### src/rtl/rom_arb_pkg.sv
// Shared types and constants for the ROM / write-port memory arbiter.
package rom_arb_pkg;

  localparam int unsigned ADDR_W    = 24;
  localparam int unsigned RD_ADDR_W = 22;
  localparam int unsigned DATA_W    = 16;
  localparam int unsigned BYTE_W    = 8;

  localparam logic [ADDR_W-1:0] HDR_OFF_DEFAULT = 24'h000200;

  typedef enum logic [2:0] {
    ST_IDLE,
    ST_RD_ISSUE,
    ST_RD_WAIT,
    ST_WR_ISSUE,
    ST_WR_WAIT
  } arb_state_e;

  // Command payload presented to the memory controller
  typedef struct packed {
    logic              we;
    logic [ADDR_W-1:0] addr;
    logic [DATA_W-1:0] din;
  } mem_cmd_t;

endpackage

### src/rtl/rom_mem_arbiter_if.sv
// Command/response bus between the arbiter and the memory controller.
interface rom_mem_arbiter_if
  import rom_arb_pkg::*;
();

  logic              mem_valid;
  logic              mem_ready;
  logic              mem_we;
  logic [ADDR_W-1:0] mem_addr;
  logic [DATA_W-1:0] mem_din;
  logic              mem_rvalid;
  logic [DATA_W-1:0] mem_rdata;

  modport master (
    output mem_valid, mem_we, mem_addr, mem_din,
    input  mem_ready, mem_rvalid, mem_rdata
  );

  modport slave (
    input  mem_valid, mem_we, mem_addr, mem_din,
    output mem_ready, mem_rvalid, mem_rdata
  );

endinterface

### src/rtl/rom_mem_arbiter.sv
// Arbitrates single-byte ROM reads and toggle-handshake 16-bit writes onto one
// memory controller port, bounding how long reads may starve a pending write.
module rom_mem_arbiter
  import rom_arb_pkg::*;
#(
  parameter int unsigned       STARVE_LIMIT = 4,
  parameter logic [ADDR_W-1:0] HDR_OFF      = HDR_OFF_DEFAULT
) (
  input  logic                 clk_ram,
  input  logic                 reset,
  input  logic                 hdr_skip,
  input  logic                 wr_req,
  input  logic [ADDR_W-1:0]    wr_addr,
  input  logic [DATA_W-1:0]    wr_data,
  output logic                 wr_ack,
  input  logic                 rd_req,
  input  logic [RD_ADDR_W-1:0] rd_addr,
  output logic [BYTE_W-1:0]    rd_data,
  output logic                 rd_rdy,
  output logic                 rd_ovf,
  rom_mem_arbiter_if.master    mem
);

  localparam int unsigned       STV_W     = $clog2(STARVE_LIMIT + 1);
  localparam logic [STV_W-1:0]  STV_MAX   = STV_W'(STARVE_LIMIT);
  localparam logic [ADDR_W-1:0] WORD_MASK = ~ADDR_W'(1);

  arb_state_e        r_state, w_state_nxt;
  mem_cmd_t          r_cmd;
  logic              r_mem_valid;
  logic              r_wr_ack;
  logic              r_rd_rdy;
  logic              r_rd_ovf;
  logic              r_rd_pend;
  logic [ADDR_W-1:0] r_rd_addr;
  logic [BYTE_W-1:0] r_rd_data;
  logic [STV_W-1:0]  r_starve;

  logic              w_rd_accept;
  logic              w_rd_want;
  logic              w_wr_pend;
  logic              w_rd_grant;
  logic              w_wr_grant;
  logic [ADDR_W-1:0] w_new_addr;
  logic [ADDR_W-1:0] w_rd_src;

  assign w_new_addr  = ADDR_W'(rd_addr) + (hdr_skip ? HDR_OFF : '0);
  assign w_rd_accept = rd_req & r_rd_rdy;
  // A read arriving this cycle competes in IDLE so the command issues next cycle
  assign w_rd_want   = r_rd_pend | w_rd_accept;
  assign w_rd_src    = r_rd_pend ? r_rd_addr : w_new_addr;
  assign w_wr_pend   = wr_req ^ r_wr_ack;

  // State register
  always_ff @(posedge clk_ram) begin
    if (reset) r_state <= ST_IDLE;
    else       r_state <= w_state_nxt;
  end

  // Next-state and grant decode
  always_comb begin
    w_state_nxt = r_state;
    w_rd_grant  = 1'b0;
    w_wr_grant  = 1'b0;
    case (r_state)
      ST_IDLE: begin
        if (w_rd_want && (!w_wr_pend || (r_starve < STV_MAX))) begin
          w_state_nxt = ST_RD_ISSUE;
          w_rd_grant  = 1'b1;
        end else if (w_wr_pend) begin
          w_state_nxt = ST_WR_ISSUE;
          w_wr_grant  = 1'b1;
        end
      end
      ST_RD_ISSUE: if (mem.mem_ready)  w_state_nxt = ST_RD_WAIT;
      ST_RD_WAIT:  if (mem.mem_rvalid) w_state_nxt = ST_IDLE;
      ST_WR_ISSUE: if (mem.mem_ready)  w_state_nxt = ST_WR_WAIT;
      ST_WR_WAIT:  w_state_nxt = ST_IDLE;
      default:     w_state_nxt = ST_IDLE;
    endcase
  end

  // Registered datapath and handshake outputs
  always_ff @(posedge clk_ram) begin
    if (reset) begin
      r_cmd       <= '0;
      r_mem_valid <= 1'b0;
      r_wr_ack    <= 1'b0;
      r_rd_rdy    <= 1'b1;
      r_rd_ovf    <= 1'b0;
      r_rd_pend   <= 1'b0;
      r_rd_addr   <= '0;
      r_rd_data   <= '0;
      r_starve    <= '0;
    end else begin
      r_mem_valid <= (w_state_nxt == ST_RD_ISSUE) || (w_state_nxt == ST_WR_ISSUE);

      if (w_rd_accept) begin
        r_rd_rdy  <= 1'b0;
        r_rd_addr <= w_new_addr;
      end
      if (rd_req && !r_rd_rdy) r_rd_ovf <= 1'b1;

      if (w_rd_grant)       r_rd_pend <= 1'b0;
      else if (w_rd_accept) r_rd_pend <= 1'b1;

      if (w_rd_grant) begin
        r_cmd.we   <= 1'b0;
        r_cmd.addr <= w_rd_src & WORD_MASK;
      end else if (w_wr_grant) begin
        r_cmd.we   <= 1'b1;
        r_cmd.addr <= wr_addr & WORD_MASK;
        r_cmd.din  <= wr_data;
      end

      // Posted write: acknowledge as soon as the controller takes the command
      if ((r_state == ST_WR_ISSUE) && mem.mem_ready) r_wr_ack <= ~r_wr_ack;

      if ((r_state == ST_RD_WAIT) && mem.mem_rvalid) begin
        r_rd_data <= r_rd_addr[0] ? mem.mem_rdata[15:8] : mem.mem_rdata[7:0];
        r_rd_rdy  <= 1'b1;
      end

      if (!w_wr_pend || w_wr_grant)             r_starve <= '0;
      else if (w_rd_grant && r_starve < STV_MAX) r_starve <= r_starve + STV_W'(1);
    end
  end

  assign wr_ack        = r_wr_ack;
  assign rd_data       = r_rd_data;
  assign rd_rdy        = r_rd_rdy;
  assign rd_ovf        = r_rd_ovf;
  assign mem.mem_valid = r_mem_valid;
  assign mem.mem_we    = r_cmd.we;
  assign mem.mem_addr  = r_cmd.addr;
  assign mem.mem_din   = r_cmd.din;

endmodule

### src/flat_wrapper.sv
// flat-port wrapper written by rule: the top's interface ports become plain ports
module rom_mem_arbiter_flat import rom_arb_pkg::*;
#(
  parameter int unsigned       STARVE_LIMIT = 4,
  parameter logic [ADDR_W-1:0] HDR_OFF      = HDR_OFF_DEFAULT
)
  (clk_ram, reset, hdr_skip, wr_req, wr_addr, wr_data, wr_ack, rd_req, rd_addr, rd_data, rd_rdy, rd_ovf, mem_mem_valid, mem_mem_we, mem_mem_addr, mem_mem_din, mem_mem_ready, mem_mem_rvalid, mem_mem_rdata);
  rom_mem_arbiter_if mem_i ();
  input  logic clk_ram;
  input  logic reset;
  input  logic hdr_skip;
  input  logic wr_req;
  input  logic [ADDR_W-1:0] wr_addr;
  input  logic [DATA_W-1:0] wr_data;
  output logic wr_ack;
  input  logic rd_req;
  input  logic [RD_ADDR_W-1:0] rd_addr;
  output logic [BYTE_W-1:0] rd_data;
  output logic rd_rdy;
  output logic rd_ovf;
  output wire logic [$bits(mem_i.mem_valid)-1:0] mem_mem_valid;
  output wire logic [$bits(mem_i.mem_we)-1:0] mem_mem_we;
  output wire logic [$bits(mem_i.mem_addr)-1:0] mem_mem_addr;
  output wire logic [$bits(mem_i.mem_din)-1:0] mem_mem_din;
  input wire logic [$bits(mem_i.mem_ready)-1:0] mem_mem_ready;
  input wire logic [$bits(mem_i.mem_rvalid)-1:0] mem_mem_rvalid;
  input wire logic [$bits(mem_i.mem_rdata)-1:0] mem_mem_rdata;
  assign mem_mem_valid = mem_i.mem_valid;
  assign mem_mem_we = mem_i.mem_we;
  assign mem_mem_addr = mem_i.mem_addr;
  assign mem_mem_din = mem_i.mem_din;
  assign mem_i.mem_ready = mem_mem_ready;
  assign mem_i.mem_rvalid = mem_mem_rvalid;
  assign mem_i.mem_rdata = mem_mem_rdata;
  rom_mem_arbiter #(.STARVE_LIMIT(STARVE_LIMIT), .HDR_OFF(HDR_OFF)) u_core (.clk_ram(clk_ram), .reset(reset), .hdr_skip(hdr_skip), .wr_req(wr_req), .wr_addr(wr_addr), .wr_data(wr_data), .wr_ack(wr_ack), .rd_req(rd_req), .rd_addr(rd_addr), .rd_data(rd_data), .rd_rdy(rd_rdy), .rd_ovf(rd_ovf), .mem(mem_i));
endmodule
### config.mk
export PLATFORM = sky130hd
export DESIGN_NAME = rom_mem_arbiter_flat
export DESIGN_NICKNAME = d
export VERILOG_FILES = /design/src/rtl/rom_arb_pkg.sv /design/src/rtl/rom_mem_arbiter_if.sv /design/src/rtl/rom_mem_arbiter.sv /design/src/flat_wrapper.sv
export SDC_FILE = /design/constraint.sdc
export NUM_CORES = 1
export LEC_CHECK = 0
export ABC_CLOCK_PERIOD_IN_PS = 2200
export BUFFER_PORTS_ARGS = -buffer_cell sky130_fd_sc_hd__clkbuf_2
export CAP_MARGIN = 20
export CORE_MARGIN = 4
export CORE_UTILIZATION = 30
export CTS_CLUSTER_SIZE = 25
export DETAILED_ROUTE_END_ITERATION = 6
export HOLD_SLACK_MARGIN = 0.08
export PLACE_DENSITY_LB_ADDON = 0.12
export SYNTH_ARGS = -nofsm -noshare
export SYNTH_HDL_FRONTEND = slang
export SYNTH_SLANG_ARGS = --single-unit
### constraint.sdc
create_clock -name clk_ram -period 2.2 [get_ports clk_ram]
set_clock_uncertainty 0.15 [all_clocks]
set_input_delay 0.11 -clock clk_ram [delete_from_list [all_inputs] [get_ports clk_ram]]
set_output_delay 0.11 -clock clk_ram [all_outputs]
set_load 0.02 [all_outputs]
==> results of run 1 <==
cells in the mapped netlist (8+ instances only):
| cell type | number | area share, % |
|---|---|---|
| dfxtp_1 | 82 | 45 |
| nand2_1 | 67 | 7.0 |
| a21oi_1 | 41 | 5.7 |
| nor2_1 | 35 | 3.6 |
| a211oi_1 | 21 | 4.4 |
| nor3_1 | 17 | 2.4 |
| clkbuf_1 | 16 | 1.7 |
| a22oi_1 | 13 | 2.7 |
| buf_2 | 12 | 1.7 |
| inv_1 | 12 | 1.2 |
| a222oi_1 | 11 | 3.0 |
| mux2_2 | 11 | 3.4 |
| mux2i_1 | 8 | 2.2 |
timing repair:
item,4_1_cts,5_1_grt
buffers inserted,0,3
gates resized for setup,0,1
hold endpoints to repair,75,0
hold buffers,79,0
endpoints found under the setup margin,0,1
metrics by stage:
stage | cell area [um^2] | util, %
6_report | 5600 | 48.2
5_1_grt | 5600 | 48.2
4_1_cts | 5570 | 48.0
3_5_place_dp | 4500 | 38.7
3_3_place_gp | 4480 | 38.6
2_1_floorplan | 3610 | -
state kept, by name (all words and copies together), names as in the netlist:
name	cells
u_core.mem.mem_addr	23
u_core.r_rd_addr	23
u_core.mem.mem_din	16
u_core.rd_data	8
u_core.r_starve	3
u_core.r_state	3
u_core.mem.mem_valid	1
u_core.mem.mem_we	1
u_core.r_rd_pend	1
u_core.rd_ovf	1
u_core.rd_rdy	1
u_core.wr_ack	1
layout by cell type, fill, tap and decap left out, drive strengths merged, types with 2 or more instances in the layout:
cell,count
dlygate4sd3,79
a211oi,22
nor3,18
dfxtp,82
o21a,5
clkinv,4
xor2,4
buf,22
mux2i,8
o22ai,4
a21oi,41
inv,12
xnor2,4
ha,3
a22oi,13
nand2,67
o311ai,4
o21ai,6
o32ai,3
nand4,4
a222oi,11
nor2,35
nor2b,2
nand3,5
nor4,3
clkbuf,144
mux2,11
nand2b,3
power by group through the flow:
stage	Combinational, W	Sequential, W	Clock [W]
2_1_floorplan	0.000509	0.00188	0
3_3_place_gp	0.00101	0.00176	0
3_5_place_dp	0.00103	0.00176	0
4_1_cts	0.00115	0.00173	0.00153
5_1_grt	0.00126	0.00175	0.00159
6_report	0.00114	0.00173	0.00148
kinds of logic after synthesis:
| kind of cell | count (synthesis) | share of synthesized area (%) |
|---|---|---|
| AOI/OAI and AO/OA | 114 | 21.9 |
| muxes | 19 | 5.64 |
| xor gates and xnor gates | 8 | 1.94 |
| other | 1 | 0.104 |
| adders and majority gates | 3 | 1.04 |
| DFF | 82 | 45.4 |
| and+or+nand+nor | 147 | 18.4 |
| buffers and inverters | 45 | 5.51 |
worst max-delay path: cells and delay by family:
family | cells | cell delay (ns)
simple gates | 3 | 0.67
compound gates | 1 | 0.13
buf+inv | 3 | 1.26
per-layer routing:
layer	vias to the layer above	routed length, um	global-route usage [%]
li1	1938	-	-
met1	1769	4880	19.8
met2	87	5420	27.6
met3	11	525	3.84
met4	0	181	6.01
met5	-	0	0
worst min path at each step:
stage / from / end / slack, ns / depth (start not counted)
detailed placement: wr_data[7] / u_core.mem.mem_din[7] / 0.19 / 3
floorplan: rd_addr[1] / u_core.r_rd_addr[1] / 0.1 / 2
global route: mem_mem_rvalid / u_core.r_state[1] / 0.15 / 4
CTS: rd_addr[10] / u_core.r_rd_addr[10] / 0.09 / 4
finish: rd_addr[10] / u_core.r_rd_addr[10] / 0.1 / 4
global placement: wr_data[10] / u_core.mem.mem_din[10] / 0.18 / 3
area by class of cell:
cell class                      instances  area [um^2]  share of cell area [%]
Clock inverter                          6         57.6                    1.03
Inverter                               12         45.0                   0.804
Clock buffer                           10          229                    4.09
Timing Repair Buffer                  235         1660                    29.6
Multi-Input combinational cell        292         1790                    32.0
Sequential cell                        82         1640                    29.3
Tap cell                              143          179                    3.19
==> impl_metrics.py, run 1 <==
metrics = {
    "outcome": {
        "status": "complete, no violations",
    },
    "logic_synthesis": {
        "ys_ff_latch": 82,
        "netlist_area_um2": 3610,
        "synth_fp_nets": 507,
        "synthArstFlopShare_pct": 0,
        "synth-edff-count": 0,
        "synth_seq_area_share_pct": 45.4,
        "ys.flop_type": "dfxtp_1",
        "synthCells": 419,
        "ys_types": 49,
        "postSynthAreaPerCell_um2": 8.62,
        "yosys_warnings": 0,
    },
    "layout": {
        "nFillCells": 1139,
        "diodes": 0,
        "final_cells": 780,
        "drive_above_1_share_pct": 29.4,
        "nets": 720,
        "area_growth_pct": 55.1,
    },
    "clock_network": {
        "cts.sinks": 82,
        "clockRootBuffer": "clkbuf_16",
        "htree_levels": 3,
        "cts_tree": "built",
        "cts_buffer_depth": 2,
        "cts.clk_slew.worst_paths_ns": 0.06,
        "clock_latency_ns": 0.34,
        "cts_made_buffers": 9,
    },
    "timing": {
        "tightest_slew_ns": 0.815,
        "drv_slew": 0,
        "hold_slack_ns": 0.0983,
        "hold_viol": 0,
        "timing.fmax_mhz": 483,
        "finalSetupTns_ns": 0,
        "min_period_ns": 2.07,
        "setup_viol": 0,
        "rsz0062_at_grt": "no",
        "finalWorstSetupSlack_ns": 0.130,
        "finalCritPeriodShare_pct": 94.1,
        "maxSlewHeadroom_pct": 45.7,
    },
    "critical_path": {
        "cp_cell_sequence": "dlygate4sd3_1 -> clkbuf_2 -> nand4_1 -> nor3_4 -> nand4_1 -> dlygate4sd3_1 -> a21oi_1",
        "required_ns": 2.31,
        "crit_type": "in2reg",
        "worstPathArrival_ns": 2.18,
        "cp-start-kind": "input pin",
        "endpoint": "u_core.r_rd_addr[22]",
        "reg2reg_slack_ns": 0.21,
        "r2r_start": "u_core.r_state[1]",
        "r2r-end": "u_core.mem.mem_addr[20]",
        "slowest_delay_ns": 0.57,
        "worst_path_max_delay_cell": "dlygate4sd3_1",
        "reg2reg_depth": 5,
        "path_max_fanout": 6,
        "crit_start": "rd_addr[13]",
        "crit_path_end_kind": "flop",
    },
    "drt": {
        "wl_per_cell_um": 14.1,
        "route.detailed.drc": 0,
        "drt-total-wl_um": 11000,
        "dr.pass1.iters": 4,
        "drt_iter0_drc": 178,
        "via_per_inst": 4.88,
        "vias": 3805,
        "ant_nets": 0,
    },
    "floorplanning": {
        "rows": 39,
        "die_w_um": 118,
        "core_um2": 11600,
        "die_h_um": 118,
        "ios": 138,
        "initial_utilization_pct": 31.1,
        "dieArea_um2": 13900,
    },
    "worst_hold_path": {
        "hold_class": "in2reg",
    },
    "global_route": {
        "grt_pass1_wl_um": 18500,
        "grt_pass1_vias": 3712,
        "antenna_found_initial": 0,
        "grt_usage_pct": 16.2,
        "grt_max_degree": 44,
        "grt_overflow": 0,
    },
    "placement": {
        "gp_congestion": 0.720,
        "place_hpwl_um": 7470,
        "dp_cells": 682,
        "dp_slack_ns": 0.198,
        "port_buffers": 135,
    },
    "power_and_ir_drop": {
        "clkPwrFrac_pct": 34.0,
        "p_leak_nw": 2.37,
        "p_sw_share_pct": 30.4,
        "power_switching_w": 0.00132,
        "p_int_w": 0.00302,
        "ir_drop_mv": 0.335,
        "combPwrFrac_pct": 26.2,
        "p_total_w": 0.00434,
        "power_density_nw_per_um2": 775,
        "power_frac_seq_pct": 39.8,
    },
    "flow_run": {
        "drv_cap": 0,
    },
}
(Power assumes the default switching activity.)
==> run 2: changes to the inputs <==
--- a/config.mk
+++ b/config.mk
@@ -8,6 +8,7 @@
 export ABC_CLOCK_PERIOD_IN_PS = 2200
 export BUFFER_PORTS_ARGS = -buffer_cell sky130_fd_sc_hd__clkbuf_2
 export CAP_MARGIN = 20
+export CORE_ASPECT_RATIO = 1.2
 export CORE_MARGIN = 4
 export CORE_UTILIZATION = 30
 export CTS_CLUSTER_SIZE = 25
==> constraint.sdc (replaced) <==
create_clock -name clk_ram -period 2.2 [get_ports clk_ram]
set_clock_uncertainty 0.15 [all_clocks]
set_input_delay 0.22 -clock clk_ram [delete_from_list [all_inputs] [get_ports clk_ram]]
set_output_delay 0.22 -clock clk_ram [all_outputs]
set_load 0.02 [all_outputs]
==> impl_metrics.py, run 2 (synthesized netlist as in run 1, its figures left out) <==
metrics = {
    "power_and_ir_drop": {
        "p_leak_nw": 2.32,
        "power_density_nw_per_um2": 792,
        "ir_drop_mv": 0.373,
        "p_total_w": 0.00437,
    },
    "clock_network": {
        "cts_tree": "built",
        "cts.clk_slew.worst_paths_ns": 0.06,
        "cts.sinks": 82,
        "cts_made_buffers": 9,
        "cts_buffer_depth": 2,
        "clock_latency_ns": 0.34,
        "htree_levels": 3,
        "clockRootBuffer": "clkbuf_16",
    },
    "drt": {
        "wl_per_cell_um": 13.9,
        "ant_nets": 0,
        "route.detailed.drc": 0,
        "dr.pass1.iters": 7,
        "vias": 3748,
        "via_per_inst": 4.81,
        "drt_iter0_drc": 167,
        "drt-total-wl_um": 10900,
    },
    "critical_path": {
        "path_max_fanout": 25,
        "worst_path_max_delay_cell": "dlygate4sd3_1",
        "endpoint": "u_core.r_rd_addr[22]",
        "crit_buf_inv": 4,
        "cp-start-kind": "input pin",
        "cp_cell_sequence": "dlygate4sd3_1 -> clkbuf_2 -> and2_1 -> buf_12 -> nand4_1 -> dlygate4sd3_1 -> a21oi_1",
        "r2r_start": "u_core.r_state[0]",
        "required_ns": 2.32,
        "worstPathArrival_ns": 2.19,
        "crit_start": "rd_req",
        "path_common_cell": "dlygate4sd3_1",
        "r2r-end": "u_core.mem.mem_addr[17]",
        "reg2reg_depth": 5,
        "slowest_delay_ns": 0.57,
        "reg2reg_slack_ns": 0.22,
        "crit_type": "in2reg",
        "cp_top_family": "buffers and inverters",
        "crit_path_end_kind": "flop",
        "crit_cells": 7,
    },
    "timing": {
        "hold_slack_ns": 0.0900,
        "finalCritPeriodShare_pct": 94.0,
        "finalWorstSetupSlack_ns": 0.132,
        "hold_viol": 0,
        "timing.fmax_mhz": 483,
        "tightest_slew_ns": 0.604,
        "rsz0062_at_grt": "no",
        "drv_slew": 0,
        "setup_viol": 0,
        "finalSetupTns_ns": 0,
        "min_period_ns": 2.07,
        "maxSlewHeadroom_pct": 59.6,
    },
    "layout": {
        "diodes": 0,
        "nFillCells": 1151,
        "most-common-layout-cells": "134 x clkbuf_2, 82 x dfxtp_1, 67 x nand2_1",
        "area_growth_pct": 52.9,
        "nets": 706,
        "layout_commonest_cell": "clkbuf_2",
        "drive_above_1_share_pct": 29.9,
    },
    "placement": {
        "dp_slack_ns": 0.238,
        "port_buffers": 135,
        "place_hpwl_um": 7350,
        "gp_congestion": 0.748,
    },
    "global_route": {
        "grt_overflow": 0,
        "grt_pass1_wl_um": 17600,
        "grt_pass1_vias": 3720,
        "grt_usage_pct": 16.0,
        "antenna_found_initial": 0,
        "grt_max_degree": 38,
    },
    "outcome": {
        "status": "complete, no violations",
    },
    "floorplanning": {
        "initial_utilization_pct": 31.0,
        "dieArea_um2": 13900,
        "die_h_um": 128,
        "rows": 43,
        "ios": 138,
        "core_um2": 11700,
        "die_w_um": 108,
    },
    "flow_run": {
        "drv_cap": 0,
    },
    "worst_hold_path": {
        "hold_class": "in2reg",
    },
}
[run 2: where the power goes]
| group | internal [W] | leakage (nW) | switching [W] |
|---|---|---|---|
| combinational | 0.000518 | 1.50 | 0.000625 |
| sequential | 0.00164 | 0.672 | 0.0000887 |
| clock | 0.000906 | 0.149 | 0.000598 |
| total | 0.00306 | 2.32 | 0.00131 |
[run 2: metal layers]
| layer | vias up | wire, um | global-route usage (%) |
|---|---|---|---|
| li1 | 1908 | - | - |
| met1 | 1726 | 4850 | 19.5 |
| met2 | 106 | 5290 | 27.6 |
| met3 | 8 | 586 | 3.12 |
| met4 | 0 | 134 | 6.32 |
| met5 | - | 0 | 0 |
[run 2: worst min path at each step]
stage	startpoint	to	depth (start not counted)
6_report	mem_mem_rdata[2]	u_core.rd_data[2]	3
5_1_grt	mem_mem_rdata[2]	u_core.rd_data[2]	3
4_1_cts	mem_mem_rdata[2]	u_core.rd_data[2]	3
3_5_place_dp	u_core.mem.mem_din[0]	u_core.mem.mem_din[0]	2
3_3_place_gp	u_core.r_rd_addr[4]	u_core.r_rd_addr[4]	2
2_1_floorplan	rd_addr[1]	u_core.r_rd_addr[1]	2
[run 2: worst register-to-register path: stages, from the launching register on]
cell and delay (ns):
dfxtp_1 0.37, or3_1 0.49, a211oi_4 0.39, buf_4 0.21, o311ai_0 0.17, o21ai_1 0.11
[run 2: repair_timing]
action / in CTS / in global routing
endpoints found under the setup margin: 0 / 1
gates resized for setup: 0 / 3
buffers inserted: 0 / 1
hold buffers: 66 / 0
endpoints found under the hold margin: 59 / 0
[run 2: layout make-up]
cell class                 instances  area [um^2]  area share, %
multi-input combinational        292         1790           32.4
tap                              157          196           3.56
sequential                        82         1640           29.7
clock inverter                     5         53.8          0.974
inverter                          12         45.0          0.815
clock buffer                      11          243           4.39
timing repair buffer             221         1560           28.2
[run 2: stage by stage]
step	cell area (um^2)	utilization, %	instances
2_1_floorplan	3610	-	419
3_3_place_gp	4520	38.7	696
3_5_place_dp	4530	38.8	697
4_1_cts	5490	47.0	779
5_1_grt	5520	47.3	780
6_report	5520	47.3	780
